==> src/rtl/audio_seq_pkg.sv <==
// Shared types and constants for the audio path sequencer.
// Contents: sequencer state encoding, gain/data widths, status bit positions,
// and saturating gain-ramp helpers.
package audio_seq_pkg;

  localparam int unsigned DATA_W     = 24;
  localparam int unsigned GAIN_W     = 9;
  localparam int unsigned GAIN_UNITY = 256;
  localparam int unsigned STATE_W    = 3;

  // seq_status layout: [2:0] state, [3] sticky lost, [4] switch pending
  localparam int unsigned ST_LOST_BIT = 3;
  localparam int unsigned ST_PEND_BIT = 4;

  localparam logic [GAIN_W-1:0] GAIN_ONE = GAIN_W'(GAIN_UNITY);

  typedef enum logic [STATE_W-1:0] {
    S_IDLE      = 3'd0,
    S_LOCK      = 3'd1,
    S_RAMP_UP   = 3'd2,
    S_RUN       = 3'd3,
    S_RAMP_DOWN = 3'd4,
    S_SWITCH    = 3'd5
  } seq_state_e;

  // Gain + step, clamped at unity.
  function automatic logic [GAIN_W-1:0] gain_up(input logic [GAIN_W-1:0] g,
                                                input logic [GAIN_W-1:0] step);
    logic [GAIN_W:0] sum;
    sum = {1'b0, g} + {1'b0, step};
    return (sum >= {1'b0, GAIN_ONE}) ? GAIN_ONE : sum[GAIN_W-1:0];
  endfunction

  // Gain - step, clamped at zero.
  function automatic logic [GAIN_W-1:0] gain_dn(input logic [GAIN_W-1:0] g,
                                                input logic [GAIN_W-1:0] step);
    return (g > step) ? (g - step) : '0;
  endfunction

endpackage

==> src/rtl/audio_path_sequencer_if.sv <==
// Control, status and stereo sample bus of the audio path sequencer.
// master: CPU / audio mux / I2S side (drives requests and samples in).
// slave : the sequencer (drives run, mux select, gained samples, status).
interface audio_path_sequencer_if;
  import audio_seq_pkg::*;

  logic              enable_req;
  logic [1:0]        mux_sel_req;
  logic              status_clr;
  logic              src_valid;
  logic              l_data_en;
  logic              r_data_en;
  logic [DATA_W-1:0] l_data_in;
  logic [DATA_W-1:0] r_data_in;
  logic              audio_run;
  logic [1:0]        mux_sel;
  logic              l_data_valid;
  logic              r_data_valid;
  logic [DATA_W-1:0] l_data_out;
  logic [DATA_W-1:0] r_data_out;
  logic [GAIN_W-1:0] gain;
  logic [7:0]        seq_status;

  modport master (
    output enable_req, mux_sel_req, status_clr, src_valid,
           l_data_en, r_data_en, l_data_in, r_data_in,
    input  audio_run, mux_sel, l_data_valid, r_data_valid,
           l_data_out, r_data_out, gain, seq_status
  );

  modport slave (
    input  enable_req, mux_sel_req, status_clr, src_valid,
           l_data_en, r_data_en, l_data_in, r_data_in,
    output audio_run, mux_sel, l_data_valid, r_data_valid,
           l_data_out, r_data_out, gain, seq_status
  );
endinterface

==> src/rtl/audio_gain_stage.sv <==
// One-channel gain stage: registered (sample * gain) >>> 8 with a one-clock
// valid delay. Output holds its last value between strobes.
// Ports: clk, reset_n, data_en/data_in (sample strobe and signed sample),
// gain (unsigned, 256 = unity), data_valid/data_out (registered result).
module audio_gain_stage
  import audio_seq_pkg::*;
(
  input  logic              clk,
  input  logic              reset_n,
  input  logic              data_en,
  input  logic [DATA_W-1:0] data_in,
  input  logic [GAIN_W-1:0] gain,
  output logic              data_valid,
  output logic [DATA_W-1:0] data_out
);

  // 24-bit signed x 9-bit unsigned (<= 256) always fits in 32 signed bits.
  localparam int unsigned PROD_W = DATA_W + GAIN_W - 1;

  logic signed [PROD_W-1:0] prod;
  logic                     valid_d, valid_q;
  logic [DATA_W-1:0]        data_d, data_q;

  always_comb begin
    prod    = PROD_W'($signed(data_in)) * $signed(PROD_W'(gain));
    valid_d = data_en;
    data_d  = data_en ? DATA_W'(prod >>> 8) : data_q;
  end

  always_ff @(posedge clk or negedge reset_n) begin
    if (!reset_n) begin
      valid_q <= 1'b0;
      data_q  <= '0;
    end else begin
      valid_q <= valid_d;
      data_q  <= data_d;
    end
  end

  assign data_valid = valid_q;
  assign data_out   = data_q;

endmodule

==> src/rtl/audio_path_sequencer.sv <==
// Click-free start/stop and source-switch controller for the audio datapath.
// Gates the pipeline run signal, owns the mux select, ramps a per-sample gain
// on enable/disable/source change, and mutes when I2S input samples stop.
// Ports: clk, reset_n (async, active-low), bus (slave side of
// audio_path_sequencer_if: requests, sample strobes/data in, run, mux_sel,
// gained samples out, gain and seq_status).
module audio_path_sequencer
  import audio_seq_pkg::*;
#(
  parameter int unsigned LOCK_SAMPLES  = 16,
  parameter int unsigned RAMP_STEP     = 4,
  parameter int unsigned FLUSH_SAMPLES = 8,
  parameter int unsigned WDOG_CYCLES   = 4096
) (
  input  logic                   clk,
  input  logic                   reset_n,
  audio_path_sequencer_if.slave  bus
);

  localparam int unsigned LOCK_W  = $clog2(LOCK_SAMPLES + 1);
  localparam int unsigned FLUSH_W = $clog2(FLUSH_SAMPLES + 1);
  localparam int unsigned WDOG_W  = $clog2(WDOG_CYCLES + 1);

  localparam logic [GAIN_W-1:0]  STEP_G     = GAIN_W'(RAMP_STEP);
  localparam logic [LOCK_W-1:0]  LOCK_LAST  = LOCK_W'(LOCK_SAMPLES - 1);
  localparam logic [FLUSH_W-1:0] FLUSH_LAST = FLUSH_W'(FLUSH_SAMPLES - 1);
  localparam logic [WDOG_W-1:0]  WDOG_LAST  = WDOG_W'(WDOG_CYCLES - 1);

  seq_state_e         state_d, state_q;
  logic               audio_run_d, audio_run_q;
  logic [1:0]         mux_sel_d, mux_sel_q;
  logic [GAIN_W-1:0]  gain_d, gain_q;
  logic [LOCK_W-1:0]  lock_cnt_d, lock_cnt_q;
  logic [FLUSH_W-1:0] flush_cnt_d, flush_cnt_q;
  logic [WDOG_W-1:0]  wdog_cnt_d, wdog_cnt_q;
  logic               lost_d, lost_q;
  logic               pend_d, pend_q;
  logic               tick, mux_chg, wdog_active, wdog_fire;
  logic [7:0]         status;

  // Next-state, gain ramp, counters and watchdog.
  always_comb begin
    state_d     = state_q;
    mux_sel_d   = mux_sel_q;
    gain_d      = gain_q;
    lock_cnt_d  = (state_q == S_LOCK) ? lock_cnt_q : '0;
    flush_cnt_d = flush_cnt_q;
    pend_d      = pend_q;
    lost_d      = lost_q;
    tick        = bus.l_data_en;
    mux_chg     = (bus.mux_sel_req != mux_sel_q);
    wdog_active = (state_q == S_RAMP_UP) || (state_q == S_RUN) ||
                  (state_q == S_RAMP_DOWN) || (state_q == S_SWITCH);
    wdog_cnt_d  = (wdog_active && !bus.src_valid) ? wdog_cnt_q + 1'b1 : '0;
    wdog_fire   = wdog_active && !bus.src_valid && (wdog_cnt_q == WDOG_LAST);

    case (state_q)
      S_IDLE: begin
        mux_sel_d = bus.mux_sel_req;
        gain_d    = '0;
        if (bus.enable_req) state_d = S_LOCK;
      end
      S_LOCK: begin
        mux_sel_d = bus.mux_sel_req;
        gain_d    = '0;
        if (!bus.enable_req) begin
          state_d = S_IDLE;
        end else if (bus.src_valid) begin
          lock_cnt_d = lock_cnt_q + 1'b1;
          if (lock_cnt_q == LOCK_LAST) state_d = S_RAMP_UP;
        end
      end
      S_RAMP_UP, S_RUN: begin
        if (state_q == S_RUN) gain_d = GAIN_ONE;
        if (!bus.enable_req) begin
          state_d = S_RAMP_DOWN;
        end else if (mux_chg) begin
          pend_d  = 1'b1;
          state_d = S_RAMP_DOWN;
        end else if (state_q == S_RAMP_UP && tick) begin
          gain_d = gain_up(gain_q, STEP_G);
          if (gain_d == GAIN_ONE) state_d = S_RUN;
        end
      end
      S_RAMP_DOWN: begin
        if (bus.enable_req && !pend_q) begin
          state_d = S_RAMP_UP;
        end else begin
          gain_d = tick ? gain_dn(gain_q, STEP_G) : gain_q;
          if (gain_d == '0) begin
            pend_d = 1'b0;
            if (!bus.enable_req) begin
              state_d = S_IDLE;
            end else begin
              // Source is swapped only once the output is fully muted.
              state_d     = S_SWITCH;
              mux_sel_d   = bus.mux_sel_req;
              flush_cnt_d = '0;
            end
          end
        end
      end
      S_SWITCH: begin
        gain_d = '0;
        if (!bus.enable_req) begin
          state_d = S_IDLE;
        end else if (mux_chg) begin
          mux_sel_d   = bus.mux_sel_req;
          flush_cnt_d = '0;
        end else if (tick) begin
          if (flush_cnt_q == FLUSH_LAST) begin
            flush_cnt_d = '0;
            state_d     = S_RAMP_UP;
          end else begin
            flush_cnt_d = flush_cnt_q + 1'b1;
          end
        end
      end
      default: state_d = S_IDLE;
    endcase

    // Loss of input overrides every other transition.
    if (wdog_fire) begin
      state_d     = bus.enable_req ? S_LOCK : S_IDLE;
      gain_d      = '0;
      mux_sel_d   = mux_sel_q;
      pend_d      = 1'b0;
      lock_cnt_d  = '0;
      flush_cnt_d = '0;
    end

    if (wdog_fire)           lost_d = 1'b1;
    else if (bus.status_clr) lost_d = 1'b0;

    audio_run_d = (state_d != S_IDLE);
  end

  always_ff @(posedge clk or negedge reset_n) begin
    if (!reset_n) begin
      state_q     <= S_IDLE;
      audio_run_q <= 1'b0;
      mux_sel_q   <= '0;
      gain_q      <= '0;
      lock_cnt_q  <= '0;
      flush_cnt_q <= '0;
      wdog_cnt_q  <= '0;
      lost_q      <= 1'b0;
      pend_q      <= 1'b0;
    end else begin
      state_q     <= state_d;
      audio_run_q <= audio_run_d;
      mux_sel_q   <= mux_sel_d;
      gain_q      <= gain_d;
      lock_cnt_q  <= lock_cnt_d;
      flush_cnt_q <= flush_cnt_d;
      wdog_cnt_q  <= wdog_cnt_d;
      lost_q      <= lost_d;
      pend_q      <= pend_d;
    end
  end

  always_comb begin
    status                   = '0;
    status[STATE_W-1:0]      = state_q;
    status[ST_LOST_BIT]      = lost_q;
    status[ST_PEND_BIT]      = pend_q;
  end

  assign bus.audio_run  = audio_run_q;
  assign bus.mux_sel    = mux_sel_q;
  assign bus.gain       = gain_q;
  assign bus.seq_status = status;

  // Samples take the gain that is in effect on their own strobe edge.
  audio_gain_stage u_gain_l (
    .clk        (clk),
    .reset_n    (reset_n),
    .data_en    (bus.l_data_en),
    .data_in    (bus.l_data_in),
    .gain       (gain_d),
    .data_valid (bus.l_data_valid),
    .data_out   (bus.l_data_out)
  );

  audio_gain_stage u_gain_r (
    .clk        (clk),
    .reset_n    (reset_n),
    .data_en    (bus.r_data_en),
    .data_in    (bus.r_data_in),
    .gain       (gain_d),
    .data_valid (bus.r_data_valid),
    .data_out   (bus.r_data_out)
  );

endmodule

==> src/flat_wrapper.sv <==
// flat-port wrapper written by rule: the top's interface ports become plain ports
module audio_path_sequencer_flat import audio_seq_pkg::*;
#(
  parameter int unsigned LOCK_SAMPLES  = 16,
  parameter int unsigned RAMP_STEP     = 4,
  parameter int unsigned FLUSH_SAMPLES = 8,
  parameter int unsigned WDOG_CYCLES   = 4096
)
  (clk, reset_n, bus_enable_req, bus_mux_sel_req, bus_status_clr, bus_src_valid, bus_l_data_en, bus_r_data_en, bus_l_data_in, bus_r_data_in, bus_audio_run, bus_mux_sel, bus_l_data_valid, bus_r_data_valid, bus_l_data_out, bus_r_data_out, bus_gain, bus_seq_status);
  audio_path_sequencer_if bus_i ();
  input  logic clk;
  input  logic reset_n;
  input wire logic [$bits(bus_i.enable_req)-1:0] bus_enable_req;
  input wire logic [$bits(bus_i.mux_sel_req)-1:0] bus_mux_sel_req;
  input wire logic [$bits(bus_i.status_clr)-1:0] bus_status_clr;
  input wire logic [$bits(bus_i.src_valid)-1:0] bus_src_valid;
  input wire logic [$bits(bus_i.l_data_en)-1:0] bus_l_data_en;
  input wire logic [$bits(bus_i.r_data_en)-1:0] bus_r_data_en;
  input wire logic [$bits(bus_i.l_data_in)-1:0] bus_l_data_in;
  input wire logic [$bits(bus_i.r_data_in)-1:0] bus_r_data_in;
  output wire logic [$bits(bus_i.audio_run)-1:0] bus_audio_run;
  output wire logic [$bits(bus_i.mux_sel)-1:0] bus_mux_sel;
  output wire logic [$bits(bus_i.l_data_valid)-1:0] bus_l_data_valid;
  output wire logic [$bits(bus_i.r_data_valid)-1:0] bus_r_data_valid;
  output wire logic [$bits(bus_i.l_data_out)-1:0] bus_l_data_out;
  output wire logic [$bits(bus_i.r_data_out)-1:0] bus_r_data_out;
  output wire logic [$bits(bus_i.gain)-1:0] bus_gain;
  output wire logic [$bits(bus_i.seq_status)-1:0] bus_seq_status;
  assign bus_i.enable_req = bus_enable_req;
  assign bus_i.mux_sel_req = bus_mux_sel_req;
  assign bus_i.status_clr = bus_status_clr;
  assign bus_i.src_valid = bus_src_valid;
  assign bus_i.l_data_en = bus_l_data_en;
  assign bus_i.r_data_en = bus_r_data_en;
  assign bus_i.l_data_in = bus_l_data_in;
  assign bus_i.r_data_in = bus_r_data_in;
  assign bus_audio_run = bus_i.audio_run;
  assign bus_mux_sel = bus_i.mux_sel;
  assign bus_l_data_valid = bus_i.l_data_valid;
  assign bus_r_data_valid = bus_i.r_data_valid;
  assign bus_l_data_out = bus_i.l_data_out;
  assign bus_r_data_out = bus_i.r_data_out;
  assign bus_gain = bus_i.gain;
  assign bus_seq_status = bus_i.seq_status;
  audio_path_sequencer #(.LOCK_SAMPLES(LOCK_SAMPLES), .RAMP_STEP(RAMP_STEP), .FLUSH_SAMPLES(FLUSH_SAMPLES), .WDOG_CYCLES(WDOG_CYCLES)) u_core (.clk(clk), .reset_n(reset_n), .bus(bus_i));
endmodule
==> config.mk <==
export PLATFORM = sky130hd
export DESIGN_NAME = audio_path_sequencer_flat
export DESIGN_NICKNAME = d
export VERILOG_FILES = /design/src/rtl/audio_seq_pkg.sv /design/src/rtl/audio_path_sequencer_if.sv /design/src/rtl/audio_gain_stage.sv /design/src/rtl/audio_path_sequencer.sv /design/src/flat_wrapper.sv
export SDC_FILE = /design/constraint.sdc
export NUM_CORES = 1
export LEC_CHECK = 0
export ABC_AREA = 1
export BUFFER_PORTS_ARGS = -buffer_cell sky130_fd_sc_hd__clkbuf_2
export CORE_AREA = 4 4 181 183
export DETAILED_ROUTE_END_ITERATION = 12
export DIE_AREA = 0 0 185 187
export PLACE_DENSITY = 0.81
export SYNTH_ARGS = -nofsm -noshare
export SYNTH_HDL_FRONTEND = slang
export SYNTH_SLANG_ARGS = --single-unit
==> constraint.sdc <==
create_clock -name clk -period 8.2 [get_ports clk]
set_clock_uncertainty 0.1 [all_clocks]
set_input_delay 0 -clock clk [delete_from_list [all_inputs] [get_ports clk]]
set_output_delay 0 -clock clk [all_outputs]
set_load 0.03 [all_outputs]
==> flow_metrics.env <==
export IMPL_fin_ws_ns=0.659
export IMPL_cp_common_cell="nand2_1"
export IMPL_grt_pass1_vias=17595
export IMPL_initial_core_util=0.615
export IMPL_p_int_w=0.000716
export IMPL_endpoint_kind="register"
export IMPL_grt_remaining_overflow=0
export IMPL_p_sw_frac=0.304
export IMPL_clkTransAtPathRegs_ns=0.08
export IMPL_dieArea_sq_um=34600
export IMPL_finalCritPeriodShare=0.920
export IMPL_htree_levels=3
export IMPL_maxSlewHeadroom=0.478
export IMPL_slowest_delay_ns=0.57
export IMPL_timing_critical_path_buf_inv=9
export IMPL_synth_seq_cells=89
export IMPL_fin_hold_ws_ns=0.0182
export IMPL_critical_path_class="reg -> reg"
export IMPL_fin_util=0.659
export IMPL_finalMaxSlewViolations=0
export IMPL_drt_wl_total_microns=50800
export IMPL_globalplace_congestion=1.00
export IMPL_antenna_found_initial=3
export IMPL_dr_pass1_iters=6
export IMPL_clockRootBuffer="clkbuf_16"
export IMPL_peakVddDrop_mv=0.106
export IMPL_postSynthCellCount=2520
export IMPL_timing_hold_violations_final=0
export IMPL_areaGrowthSynthToFinish_pct=7.23
export IMPL_syn_cell_area_sq_um=19200
export IMPL_status="finished clean"
export IMPL_cts_resized=0
export IMPL_seqPwrFrac=0.439
export IMPL_grt_pass1_wl_microns=85200
export IMPL_synth_async_reset_ratio=1.00
export IMPL_hold_class="in -> async"
export IMPL_final_common_cell="inv_1"
export IMPL_rrSetupSlack_ns=0.66
export IMPL_min_period_ns=7.54
export IMPL_post_cts_setup_buffers=0
export IMPL_comb_power_share=0.124
export IMPL_via_count=16532
export IMPL_p_leak_nw=12.1
export IMPL_clk_insertion_delay_late_ns=0.39
export IMPL_drc=0
export IMPL_ys_types=57
export IMPL_dp_cells=3005
export IMPL_syn_avg_cell_area_sq_um=7.62
export IMPL_critPathSlowestCell="dfrtp_1"
export IMPL_instances_no_fill=3031
export IMPL_rr_endpoint="u_core.u_gain_l.data_out[7]$_DFFE_PN0P_"
export IMPL_p_clk_frac=0.437
export IMPL_rsz0062_at_grt="false"
export IMPL_dp_slack_ns=0.834
export IMPL_tns_ns=0
export IMPL_cp_arrival_ns=7.71
export IMPL_cap_violations=0
export IMPL_die_h_microns=187
export IMPL_cts_tree="yes"
export IMPL_grt_max_degree=50
export IMPL_worst_pin_slew_ns=0.781
export IMPL_synth_warnings=0
export IMPL_drtIter0Drc=1226
export IMPL_synth_edf_count=0
export IMPL_hpwlAfterDp_microns=42800
export IMPL_antenna_left=0
export IMPL_switchingPower_w=0.000313
export IMPL_io_buffers=123
export IMPL_cts_buffer_depth=2
export IMPL_viasPerCell=5.45
export IMPL_clock_sinks=89
export IMPL_fp_dieW_microns=185
export IMPL_nets=3157
export IMPL_fmax_mhz=133
export IMPL_cpLargestDelayFamily="adder cells"
export IMPL_io_pins=127
export IMPL_core_rowCount=65
export IMPL_drive_gt1_frac=0.0765
export IMPL_final_cell_mix="inv_1 (563), nand2_1 (555), nor2_1 (348)"
export IMPL_synthFlopType="dfrtp_1"
export IMPL_rr_worst_depth=32
export IMPL_gr_usage_all_layers=0.305
export IMPL_seq_area_frac_synth=0.116
export IMPL_wl_per_cell_microns=16.7
export IMPL_cellPowerDensity_nw_per_um2=50.0
export IMPL_finalSetupViolations=0
export IMPL_core_sq_um=31200
export IMPL_critPathMaxFanout=33
export IMPL_cts_buffers=9
export IMPL_required_ns=8.37
export IMPL_r2r_start="u_core.state_q[2]$_DFF_PN0_"
export IMPL_start_kind="register"
stage by stage:
stage | cell area [sq um] | power, W
final | 20600 | 0.00103
after global routing | 20600 | 0.00107
after CTS | 20600 | 0.00104
after detailed placement | 20200 | 0.000583
after global placement | 20200 | 0.000582
after floorplan | 19200 | 0.000519
Yosys cell counts (all sizes together), types with 3 or more instances:
| cell type | number | share of area |
|---|---|---|
| o21a | 4 | 0.0016 |
| fa | 340 | 0.35 |
| a31oi | 26 | 0.0085 |
| buf | 26 | 0.0070 |
| xnor2 | 24 | 0.012 |
| nand3 | 87 | 0.024 |
| nor3 | 27 | 0.0073 |
| clkinv | 5 | 0.00098 |
| a21oi | 69 | 0.019 |
| and3 | 5 | 0.0016 |
| a21boi | 7 | 0.0029 |
| nand2 | 568 | 0.11 |
| clkbuf | 34 | 0.0066 |
| nor2 | 353 | 0.071 |
| o21bai | 3 | 0.0012 |
| o211ai | 6 | 0.0023 |
| a2111oi | 5 | 0.0023 |
| ha | 139 | 0.091 |
| xor2 | 21 | 0.0096 |
| nand4 | 15 | 0.0057 |
| o2111ai | 4 | 0.0018 |
| or2 | 6 | 0.0020 |
| o21ai | 70 | 0.019 |
| inv | 569 | 0.11 |
| dfrtp | 89 | 0.12 |
how the worst max path moves through the flow:
stage | end | slack [ns] | depth (start not counted) | startpoint
after floorplan | u_core.u_gain_r.data_out[16]$_DFFE_PN0P_ | 1.59 | 37 | u_core.bus.gain[2]$_DFF_PN0_
after global placement | u_core.u_gain_r.data_out[19]$_DFFE_PN0P_ | 0.89 | 34 | u_core.bus.gain[2]$_DFF_PN0_
after detailed placement | u_core.u_gain_r.data_out[19]$_DFFE_PN0P_ | 0.83 | 33 | u_core.state_q[2]$_DFF_PN0_
after CTS | u_core.u_gain_l.data_out[7]$_DFFE_PN0P_ | 0.79 | 32 | u_core.state_q[2]$_DFF_PN0_
after global routing | u_core.u_gain_r.data_out[22]$_DFFE_PN0P_ | 0.17 | 30 | u_core.wdog_cnt_q[0]$_DFF_PN0_
final | u_core.u_gain_l.data_out[7]$_DFFE_PN0P_ | 0.66 | 32 | u_core.state_q[2]$_DFF_PN0_
kinds of logic after synthesis:
kind of cell	synth area share
flip-flops	0.116
other	0.000195
buffers and inverters	0.126
XOR/XNOR	0.0213
AND/OR/NAND/NOR	0.227
AO/OA/AOI/OAI	0.0647
adder cells (fa/ha/maj)	0.445
repair_timing:
action | CTS | global route
endpoints found under the hold margin | 55 | 0
hold buffers | 7 | 0
endpoints found under the setup margin | 0 | 0
sequential cells by signal, summed over array words and instances (netlist names):
register                    count
u_core.u_gain_r.data_valid      1
u_core.flush_cnt_q              4
u_core.state_q                  3
u_core.bus.gain                 9
u_core.bus.audio_run            1
u_core.u_gain_l.data_valid      1
u_core.bus.mux_sel              2
u_core.u_gain_l.data_out       24
u_core.lost_q                   1
u_core.lock_cnt_q               5
u_core.wdog_cnt_q              13
u_core.u_gain_r.data_out       24
u_core.pend_q                   1
worst reg2reg max path, delay by kind of cell, from the launching register on:
kind                     cells  cell delay [ns]
AND/OR/NAND/NOR             13             1.61
flip-flops                   1             0.57
buffers and inverters        9             1.43
adder cells (fa/ha/maj)      6             2.89
AO/OA/AOI/OAI                4             0.81
metal layers:
metal,part of all wire,global-route usage,vias up
met1,0.40,0.396,7947
met5,0,0,-
met4,0.038,0.108,0
met2,0.49,0.515,721
met3,0.073,0.0519,131
li1,-,-,7733
power groups by stage:
stage | combinational, W | clock, W | sequential [W]
after floorplan | 0.0000489 | 0 | 0.000470
after global placement | 0.000122 | 0 | 0.000460
after detailed placement | 0.000123 | 0 | 0.000460
after CTS | 0.000126 | 0.000463 | 0.000452
after global routing | 0.000138 | 0.000478 | 0.000453
final | 0.000128 | 0.000449 | 0.000452
cell type report:
class	instances	area [sq um]
Sequential cell	89	2230
Fill cell	2633	10600
Clock buffer	9	225
Multi-Input combinational cell	1799	14600
Timing Repair Buffer	148	823
Inverter	574	2160
Antenna cell	3	7.51
Tap cell	402	503
Clock inverter	7	81.3
Power figures use the tool's default switching activity.
